==> src/rtl/program_fetch_store_if.sv <==
// Handshake and bus bundle for the program store / fetch sequencer.
// master drives load/control inputs, slave (the store) drives issue outputs.
interface program_fetch_store_if #(
    parameter int DATA_WIDTH = 4,
    parameter int ADDR_WIDTH = 5
);
    logic                  loadEn;
    logic [ADDR_WIDTH-1:0] loadAddr;
    logic [DATA_WIDTH-1:0] loadData;
    logic                  start;
    logic [ADDR_WIDTH-1:0] endAddrIn;
    logic                  stallIn;
    logic                  skipIn;
    logic                  stopIn;
    logic [DATA_WIDTH-1:0] instrOut;
    logic [ADDR_WIDTH-1:0] pcOut;
    logic                  instrValid;
    logic                  busy;
    logic                  done;

    modport master (
        output loadEn, loadAddr, loadData,
        output start, endAddrIn,
        output stallIn, skipIn, stopIn,
        input  instrOut, pcOut, instrValid,
        input  busy, done
    );

    modport slave (
        input  loadEn, loadAddr, loadData,
        input  start, endAddrIn,
        input  stallIn, skipIn, stopIn,
        output instrOut, pcOut, instrValid,
        output busy, done
    );
endinterface

==> src/rtl/program_fetch_store.sv <==
// Writable program store with one-issue-per-cycle fetch sequencer.
// Optional macro PROGFETCH_LOOP_EN: wrap past endAddr instead of DONE.
module program_fetch_store #(
    parameter int DATA_WIDTH = 4,
    parameter int ADDR_WIDTH = 5,
    parameter logic [DATA_WIDTH-1:0] NOP_OPCODE =
        DATA_WIDTH'(4'b0111)
) (
    input  logic clk,
    input  logic reset,
    program_fetch_store_if.slave bus
);
    localparam int DEPTH = 2 ** ADDR_WIDTH;
    localparam int PW    = ADDR_WIDTH + 1;

    typedef enum logic [1:0] {
        IDLE = 2'd0,
        RUN  = 2'd1,
        DONE = 2'd2
    } state_t;

    state_t state, state_next;

    logic [DATA_WIDTH-1:0] mem [DEPTH];
    logic [DEPTH-1:0]      written;

    logic [DATA_WIDTH-1:0] instr_q, instr_d;
    logic [ADDR_WIDTH-1:0] pc_q, pc_d;
    logic [ADDR_WIDTH-1:0] end_q, end_d;
    logic                  valid_q, valid_d;
    logic [PW-1:0]         ptr_q, ptr_d;

    logic [PW-1:0]         nxt;
    logic [PW-1:0]         lim;
    logic                  skip_now;
    logic                  load_ok;

    logic [ADDR_WIDTH-1:0] addr0, addr1;
    logic [DATA_WIDTH-1:0] word0, word1;

    assign load_ok  = bus.loadEn && (state != RUN);
    assign skip_now = bus.skipIn & valid_q;
    assign lim      = {1'b0, end_q};
    assign nxt      = ptr_q + PW'(skip_now);

    // Two read ports: the plain next word and the one after it (skip).
    assign addr0 = ptr_q[ADDR_WIDTH-1:0];
    assign addr1 = addr0 + ADDR_WIDTH'(1);
    assign word0 = written[addr0] ? mem[addr0] : NOP_OPCODE;
    assign word1 = written[addr1] ? mem[addr1] : NOP_OPCODE;

`ifdef PROGFETCH_LOOP_EN
    logic [PW-1:0]         wrap;
    logic [ADDR_WIDTH-1:0] wrap_addr;
    logic [DATA_WIDTH-1:0] wrap_word;

    assign wrap      = nxt - lim - PW'(1);
    assign wrap_addr = wrap[ADDR_WIDTH-1:0];
    assign wrap_word = written[wrap_addr] ? mem[wrap_addr]
                                          : NOP_OPCODE;
`endif

    // Next-state and next-issue decode.
    always_comb begin
        state_next = state;
        instr_d    = instr_q;
        pc_d       = pc_q;
        valid_d    = valid_q;
        ptr_d      = ptr_q;
        end_d      = end_q;
        unique case (state)
            IDLE, DONE: begin
                if (bus.start && !bus.loadEn) begin
                    state_next = RUN;
                    end_d      = bus.endAddrIn;
                    ptr_d      = '0;
                    valid_d    = 1'b0;
                    instr_d    = NOP_OPCODE;
                end
            end
            RUN: begin
                if (bus.stopIn) begin
                    state_next = DONE;
                    valid_d    = 1'b0;
                    instr_d    = NOP_OPCODE;
                end else if (!bus.stallIn) begin
                    if (nxt > lim) begin
`ifdef PROGFETCH_LOOP_EN
                        pc_d    = wrap_addr;
                        instr_d = wrap_word;
                        valid_d = 1'b1;
                        ptr_d   = wrap + PW'(1);
`else
                        state_next = DONE;
                        valid_d    = 1'b0;
                        instr_d    = NOP_OPCODE;
`endif
                    end else begin
                        pc_d    = nxt[ADDR_WIDTH-1:0];
                        instr_d = skip_now ? word1 : word0;
                        valid_d = 1'b1;
                        ptr_d   = nxt + PW'(1);
                    end
                end
            end
            default: begin
                state_next = IDLE;
            end
        endcase
    end

    // State and issue registers.
    always_ff @(posedge clk) begin
        if (reset) begin
            state   <= IDLE;
            instr_q <= NOP_OPCODE;
            pc_q    <= '0;
            valid_q <= 1'b0;
            ptr_q   <= '0;
            end_q   <= '0;
        end else begin
            state   <= state_next;
            instr_q <= instr_d;
            pc_q    <= pc_d;
            valid_q <= valid_d;
            ptr_q   <= ptr_d;
            end_q   <= end_d;
        end
    end

    // Program storage; contents survive reset.
    always_ff @(posedge clk) begin
        if (load_ok) begin
            mem[bus.loadAddr] <= bus.loadData;
        end
    end

    // Per-word written flags; reset erases the program.
    always_ff @(posedge clk) begin
        if (reset) begin
            written <= '0;
        end else if (load_ok) begin
            written[bus.loadAddr] <= 1'b1;
        end
    end

    assign bus.instrOut   = instr_q;
    assign bus.pcOut      = pc_q;
    assign bus.instrValid = valid_q;
    assign bus.busy       = (state == RUN);
    assign bus.done       = (state == DONE);
endmodule

==> src/flat_wrapper.sv <==
// flat-port wrapper written by rule: the top's interface ports become plain ports
module program_fetch_store_flat 
#(
    parameter int DATA_WIDTH = 4,
    parameter int ADDR_WIDTH = 5,
    parameter logic [DATA_WIDTH-1:0] NOP_OPCODE =
        DATA_WIDTH'(4'b0111)
)
  (clk, reset, bus_loadEn, bus_loadAddr, bus_loadData, bus_start, bus_endAddrIn, bus_stallIn, bus_skipIn, bus_stopIn, bus_instrOut, bus_pcOut, bus_instrValid, bus_busy, bus_done);
  program_fetch_store_if #(.DATA_WIDTH(DATA_WIDTH), .ADDR_WIDTH(ADDR_WIDTH)) bus_i ();
  input  logic clk;
  input  logic reset;
  input wire logic [$bits(bus_i.loadEn)-1:0] bus_loadEn;
  input wire logic [$bits(bus_i.loadAddr)-1:0] bus_loadAddr;
  input wire logic [$bits(bus_i.loadData)-1:0] bus_loadData;
  input wire logic [$bits(bus_i.start)-1:0] bus_start;
  input wire logic [$bits(bus_i.endAddrIn)-1:0] bus_endAddrIn;
  input wire logic [$bits(bus_i.stallIn)-1:0] bus_stallIn;
  input wire logic [$bits(bus_i.skipIn)-1:0] bus_skipIn;
  input wire logic [$bits(bus_i.stopIn)-1:0] bus_stopIn;
  output wire logic [$bits(bus_i.instrOut)-1:0] bus_instrOut;
  output wire logic [$bits(bus_i.pcOut)-1:0] bus_pcOut;
  output wire logic [$bits(bus_i.instrValid)-1:0] bus_instrValid;
  output wire logic [$bits(bus_i.busy)-1:0] bus_busy;
  output wire logic [$bits(bus_i.done)-1:0] bus_done;
  assign bus_i.loadEn = bus_loadEn;
  assign bus_i.loadAddr = bus_loadAddr;
  assign bus_i.loadData = bus_loadData;
  assign bus_i.start = bus_start;
  assign bus_i.endAddrIn = bus_endAddrIn;
  assign bus_i.stallIn = bus_stallIn;
  assign bus_i.skipIn = bus_skipIn;
  assign bus_i.stopIn = bus_stopIn;
  assign bus_instrOut = bus_i.instrOut;
  assign bus_pcOut = bus_i.pcOut;
  assign bus_instrValid = bus_i.instrValid;
  assign bus_busy = bus_i.busy;
  assign bus_done = bus_i.done;
  program_fetch_store #(.DATA_WIDTH(DATA_WIDTH), .ADDR_WIDTH(ADDR_WIDTH), .NOP_OPCODE(NOP_OPCODE)) u_core (.clk(clk), .reset(reset), .bus(bus_i));
endmodule
==> config.mk <==
export PLATFORM = sky130hd
export DESIGN_NAME = program_fetch_store_flat
export DESIGN_NICKNAME = d
export VERILOG_FILES = /design/src/rtl/program_fetch_store_if.sv /design/src/rtl/program_fetch_store.sv /design/src/flat_wrapper.sv
export SDC_FILE = /design/constraint.sdc
export NUM_CORES = 1
export LEC_CHECK = 0
export ABC_AREA = 0
export CORE_MARGIN = 5
export CORE_UTILIZATION = 40
export CTS_CLUSTER_DIAMETER = 100
export DETAILED_ROUTE_END_ITERATION = 10
export DONT_BUFFER_PORTS = 1
export SLEW_MARGIN = 10
export SYNTH_ARGS = -nofsm -noshare
export SYNTH_HDL_FRONTEND = slang
export SYNTH_SLANG_ARGS = --single-unit
==> constraint.sdc <==
create_clock -name clk -period 4.1 [get_ports clk]
set_input_delay 0.41 -clock clk [delete_from_list [all_inputs] [get_ports clk]]
set_output_delay 0.41 -clock clk [all_outputs]
set_load 0.01 [all_outputs]
==> Yosys cells after proc, flatten, opt, wreduce, memory -nomap -nowiden <==
Memory sizes are Yosys's and may differ from the RTL's. A register that Yosys moved wholly into a read port is not among the register bits.
Cells that the tools add are included.
{ "totals": {"in_bits": 21, "n_memories": 1, "reg_bits": 55, "wordCells": 75, "ramBits": 128, "out_inout_bits": 12} }
{ "classes": {"eq_ne": 9, "muxes": 33, "add_sub_neg": 3, "n_reduce_logical": 12, "bitwise": 5, "n_lt_le_gt_ge": 5} }
{ "mem_list": {"columns": ["memory", "depth", "width", "read_ports", "rd_ports_with_merged_regs", "wr", "line", "rtl"], "rows": [
  ["u_core.mem", 32, 4, 2, 1, 1, "program_fetch_store.sv:24", "logic [DATA_WIDTH-1:0] mem [DEPTH];"]
]} }
{ "op_table": {"columns": ["op", "n"], "rows": [
  ["32-bit bitwise OR", 1],
  ["4-bit two-way mux", 7],
  ["6-bit two-way mux", 4],
  ["5-bit by 6-bit < comparator with 1-bit output, second input constant", 3],
  ["6-bit one-hot mux with 2 select lines", 1],
  ["1-bit binary-select mux with 5-bit select", 2],
  ["5-bit two-way mux", 2],
  ["1-bit two-way mux", 9],
  ["2-bit two-way mux", 4],
  ["4-bit one-hot mux with 2 select lines", 1],
  ["6-bit by 1-bit adder with 6-bit output", 1],
  ["6-bit by 1-bit adder with 6-bit output, second input constant", 1],
  ["6-bit by 5-bit greater-than comparator with 1-bit output", 1],
  ["2-bit inequality test, second input constant", 3],
  ["3-bit AND reduction", 2],
  ["5-bit by 1-bit adder with 5-bit output, second input constant", 1],
  ["1-bit demux with 5-bit select", 1],
  ["5-bit by 1-bit >= comparator with 1-bit output, second input constant", 1],
  ["5-bit AND reduction", 1],
  ["2-bit by 1-bit inequality test with 1-bit output, second input constant", 2],
  ["2-bit one-hot mux with 2 select lines", 1],
  ["4-bit AND reduction", 1],
  ["1-bit logical AND", 3],
  ["3-bit by 2-bit inequality test with 1-bit output, second input constant", 1],
  ["other kinds (11)", 13]
]} }

==> Logic depth before layout (Yosys ltp) <==
{ "depth": {"depth_word": 9, "depth_mapped": 12, "depth_no_buf": 12} }

==> Worst setup path after synthesis <==
No wires, ideal clock.
{ "synth_timing": {"path_kind": "input -> register", "startpoint": "input bus_skipIn", "endpoint": "register u_core.instr_q[3], in the netlist u_core.bus.instrOut[3]", "arrival_ns": 2.863, "path_slack_ns": 1.179, "n_path_buf": 0, "cell_stages": 12, "t_required_ns": 4.042, "setup_ns": 0.058, "path_cell_list": "nand2_1 > inv_1 > ha_1 > nand2_1 > xnor2_1 > ha_1 > o21a_1 > o31ai_1 > a21oi_1 > or4_4 > a2111oi_2 > a211o_1"} }
{ "synth_via": {"elab_chain_len": 7, "word_cells_on_any_way": 8, "classes_between": "1 x add/sub; 1 x order compare; 5 x mux; 1 x bitwise"} }
{ "synth_rtl": {"columns": ["element", "line", "rtl"], "rows": [
  ["start, declared", "flat_wrapper.sv:19", "input wire logic [$bits(bus_i.skipIn)-1:0] bus_skipIn;"],
  ["1-bit bitwise AND", "program_fetch_store.sv:42", "assign skip_now = bus.skipIn & valid_q;"],
  ["6-bit by 1-bit adder with 6-bit output", "program_fetch_store.sv:44", "assign nxt = ptr_q + PW'(skip_now);"],
  ["net u_core.nxt[2]", "program_fetch_store.sv:33", "logic [PW-1:0] nxt;"],
  ["6-bit by 5-bit greater-than comparator with 1-bit output", "program_fetch_store.sv:87", "if (nxt > lim) begin"],
  ["4-bit two-way mux", "program_fetch_store.sv:87", null],
  ["4-bit two-way mux", "program_fetch_store.sv:86", "end else if (!bus.stallIn) begin"],
  ["4-bit two-way mux", "program_fetch_store.sv:82", "if (bus.stopIn) begin"],
  ["4-bit one-hot mux with 2 select lines", "program_fetch_store.sv:71", "unique case (state)"],
  ["end signal, assigned", "program_fetch_store.sv:123", "instr_q <= instr_d;"],
  ["end, declared", "program_fetch_store.sv:27", "logic [DATA_WIDTH-1:0] instr_q, instr_d;"]
]} }
The timed path passes the listed nets, and every way through them passes these cells. The select of a mux whose other input is x is not followed.
A chain may end at the register's enable or synchronous reset.

==> Worst setup path after layout <==
{ "layout_timing": {"startpoint": "register u_core.valid_q, in the netlist u_core.bus.instrValid", "endpoint": "register u_core.instr_q[1], in the netlist u_core.bus.instrOut[1]"} }
{ "layout_via": {"elab_chain_len": 7, "word_cells_on_any_way": 8, "classes_between": "1 x add/sub; 1 x order compare; 5 x mux; 1 x bitwise"} }
{ "layout_rtl": {"columns": ["element", "line", "rtl"], "rows": [
  ["start, declared", "program_fetch_store.sv:30", "logic valid_q, valid_d;"],
  ["start signal, assigned", "program_fetch_store.sv:125", "valid_q <= valid_d;"],
  ["1-bit bitwise AND", "program_fetch_store.sv:42", null],
  ["6-bit by 1-bit adder with 6-bit output", "program_fetch_store.sv:44", null],
  ["net u_core.nxt[2]", "program_fetch_store.sv:33", null],
  ["6-bit by 5-bit greater-than comparator with 1-bit output", "program_fetch_store.sv:87", null],
  ["4-bit two-way mux", "program_fetch_store.sv:87", null],
  ["4-bit two-way mux", "program_fetch_store.sv:86", null],
  ["4-bit two-way mux", "program_fetch_store.sv:82", null],
  ["4-bit one-hot mux with 2 select lines", "program_fetch_store.sv:71", null]
]} }
The timed path passes the listed nets, and every way through them passes these cells. The select of a mux whose other input is x is not followed.

==> impl_metrics.json <==
{
  "status": "finished, final reports clean",
  "switchingPower_mw": 0.821,
  "clk_path_buf_depth": 2,
  "synth_fp_nets": 704,
  "synth.avg_cell_area_um2": 13.4,
  "fin_area_um2": 9900,
  "leakage_nw": 3.00,
  "dpl_cell_area_um2": 9360,
  "swShare": 0.222,
  "fmax_mhz": 295,
  "drc": 0,
  "synth_warnings": 0,
  "grt_first_pass_wirelength_um": 35000,
  "synthFlopType": "edfxtp_1",
  "peakVddDrop_v": 0.000281,
  "vias": 5780,
  "hold_ws_ns": 0.0437,
  "portBuffers": 0,
  "antenna_found_initial": 2,
  "clock_power_share": 0.410,
  "cts_max_level": 4,
  "p_per_area_nw_per_um2": 374,
  "power_mw": 3.70,
  "ant_nets": 0,
  "power_frac_seq": 0.554,
  "postSynthCellCount": 674,
  "cts.sinks": 188,
  "layout_worst_path_cycle_share": 0.828,
  "grt_max_degree": 60,
  "final_net_count": 697,
  "post_cts_resize_count": 0,
  "final_cell_mix": "edfxtp_1, nor2_1, mux4_2",
  "grt_pass1_vias": 5737,
  "clk-insertion-delay-late_ns": 0.43,
  "cp-end-kind": "flip-flop",
  "die_area_um2": 25700,
  "yosys_register_bits": 188,
  "finalHoldViolations": 0,
  "worstPathArrival_ns": 3.69,
  "synth_edf_count": 128,
  "share_comb_of_total_power": 0.036,
  "gp_congestion": 0.836,
  "overflow": 0,
  "layout-drive-gt1-share": 0.179,
  "drt-wirelength-per-cell_um": 23.5,
  "critical_path_class": "flip-flop to flip-flop",
  "crit_family": "simple AND/OR/NAND/NOR gates",
  "die_w_um": 160,
  "fp.coreArea_um2": 22400,
  "critical_path_buf_inv_count": 1,
  "synth-async-reset-ratio": 0,
  "gr-usage-all-layers": 0.179,
  "maxSlewHeadroom": 0.249,
  "max_stage_delay_ns": 0.59,
  "setup_tns_ns": 0,
  "crit_fanout": 9,
  "drt_wl_total_um": 22700,
  "cp.required_ns": 4.40,
  "antenna_cells": 0,
  "num_io_pins": 33,
  "ys_types": 50,
  "worstMarginPinSlew_ns": 1.12,
  "postCtsHoldBufs": 0,
  "drv_cap": 0,
  "cts_buffers": 17,
  "hold_class": "primary input to flip-flop",
  "clk_pin_slew_ns": 0.07,
  "internal-power_mw": 2.88,
  "tritoncts": "done",
  "clock_skew_ns": 0.00696,
  "syn-cell-area_um2": 9050,
  "rows": 55,
  "rsz0062_at_grt": "false",
  "setup_viol": 0,
  "place_hpwl_um": 16400,
  "cpMaxStageDelayCell": "nor2_1",
  "finalMaxSlewViolations": 0,
  "cts_root_buf": "clkbuf_16",
  "n_fill_cell": 2023,
  "drt-pass1-iter-count": 5,
  "synthToLayoutAreaGrowth_pct": 9.36,
  "postCtsSetupBuffers": 0,
  "crit_path_cell_trace": "nand2_1, inv_1, ha_1, nand2_1, xnor2_1, ha_1, o21a_1, o31ai_1, a21oi_1, nor2_1, and3b_1, a211oi_1",
  "drt_iter0_drc": 680,
  "vias_per_cell": 5.99,
  "startpoint_type": "flip-flop",
  "synth-seq-area-share": 0.557,
  "finalCriticalPeriod_ns": 3.39,
  "final_common_cell": "edfxtp_1",
  "start_util": 0.404,
  "die_h_um": 160
}
[final cells by class]
cell class                 count  area, um2  share of cell area
sequential                   188       5050               0.510
timing repair buffer          10        100              0.0101
clock buffer                  18        429              0.0433
multi-input combinational    437       3800               0.384
clock inverter                14        115              0.0116
inverter                      13       48.8             0.00493
tap                          285        357              0.0360
[logic make-up after synthesis]
logic type / after synthesis / share of synthesized area
and+or+nand+nor: 211 / 0.106
DFF: 188 / 0.557
muxes: 125 / 0.230
AOI/OAI and AO/OA: 81 / 0.0607
buffers and inverters: 49 / 0.0229
xor gates and xnor gates: 11 / 0.0106
adders and majority gates: 9 / 0.0124
[worst register-to-register path: stages, from the launching register on]
cell,delay (ns)
dfxtp_1,0.41
nand2_1,0.10
inv_1,0.11
ha_1,0.23
nand2_1,0.09
xnor2_1,0.40
ha_1,0.34
o21a_1,0.20
o31ai_1,0.06
a21oi_1,0.21
nor2_1,0.59
and3b_1,0.40
a211oi_1,0.12
[layer usage]
layer | global-route usage | vias to the layer above | part of all wire
met1 | 0.237 | 2930 | 0.41
met5 | 0 | - | 0.0012
met4 | 0.0481 | 4 | 0.016
li1 | - | 2594 | -
met3 | 0.0426 | 24 | 0.073
met2 | 0.298 | 228 | 0.50
[sequential cells by signal (all words and copies together) (netlist names), named ones only]
register,flops
u_core.ptr_q,6
u_core.written,32
u_core.bus.pcOut,5
u_core.mem,128
u_core.state,2
u_core.bus.instrOut,4
u_core.end_q,5
u_core.bus.instrValid,1
[Yosys cell counts (6+ instances only)]
cell	n	area share
a21oi_1	25	0.014
a221oi_1	13	0.013
buf_2	16	0.0088
clkbuf_1	15	0.0062
dfxtp_1	60	0.13
edfxtp_1	128	0.42
ha_1	9	0.012
inv_1	13	0.0054
mux2_2	6	0.0075
mux2i_1	53	0.059
mux4_2	66	0.16
nand2_1	26	0.011
nand3_1	9	0.0050
nor2_1	126	0.052
nor3_1	10	0.0055
o21ai_0	13	0.0072
o221ai_1	6	0.0058
xnor2_1	8	0.0077
[power groups by stage]
stage / Clock [mW] / Combinational [mW] / Sequential, mW
3_5_place_dp: 0 / 0.131 / 2.10
6_report: 1.52 / 0.132 / 2.05
3_3_place_gp: 0 / 0.129 / 2.09
2_1_floorplan: 0 / 0.110 / 2.09
5_1_grt: 1.62 / 0.145 / 2.05
4_1_cts: 1.54 / 0.132 / 2.05
[through the flow]
stage | util | setup slack (ns) | instances
after floorplan | - | 1.18 | 674
after global placement | 0.417 | 0.884 | 933
after detailed placement | 0.417 | 0.742 | 933
after CTS | 0.441 | 0.714 | 965
after global routing | 0.441 | 0.436 | 965
final | 0.441 | 0.707 | 965
[path summary, 6_finish.rpt]
check	from	end	slack, ns	cells after the start
worst max-delay path	u_core.bus.instrValid$_SDFFE_PP0P_	u_core.bus.instrOut[1]$_SDFFE_PP1P_	0.71	12
worst min-delay path	reset	u_core.ptr_q[0]$_SDFFE_PP0P_	0.04	1
worst max register to register	u_core.bus.instrValid$_SDFFE_PP0P_	u_core.bus.instrOut[1]$_SDFFE_PP1P_	0.71	12
worst min register to register	u_core.end_q[3]$_SDFFE_PP0P_	u_core.end_q[3]$_SDFFE_PP0P_	0.50	2
(Power assumes the default switching activity.)
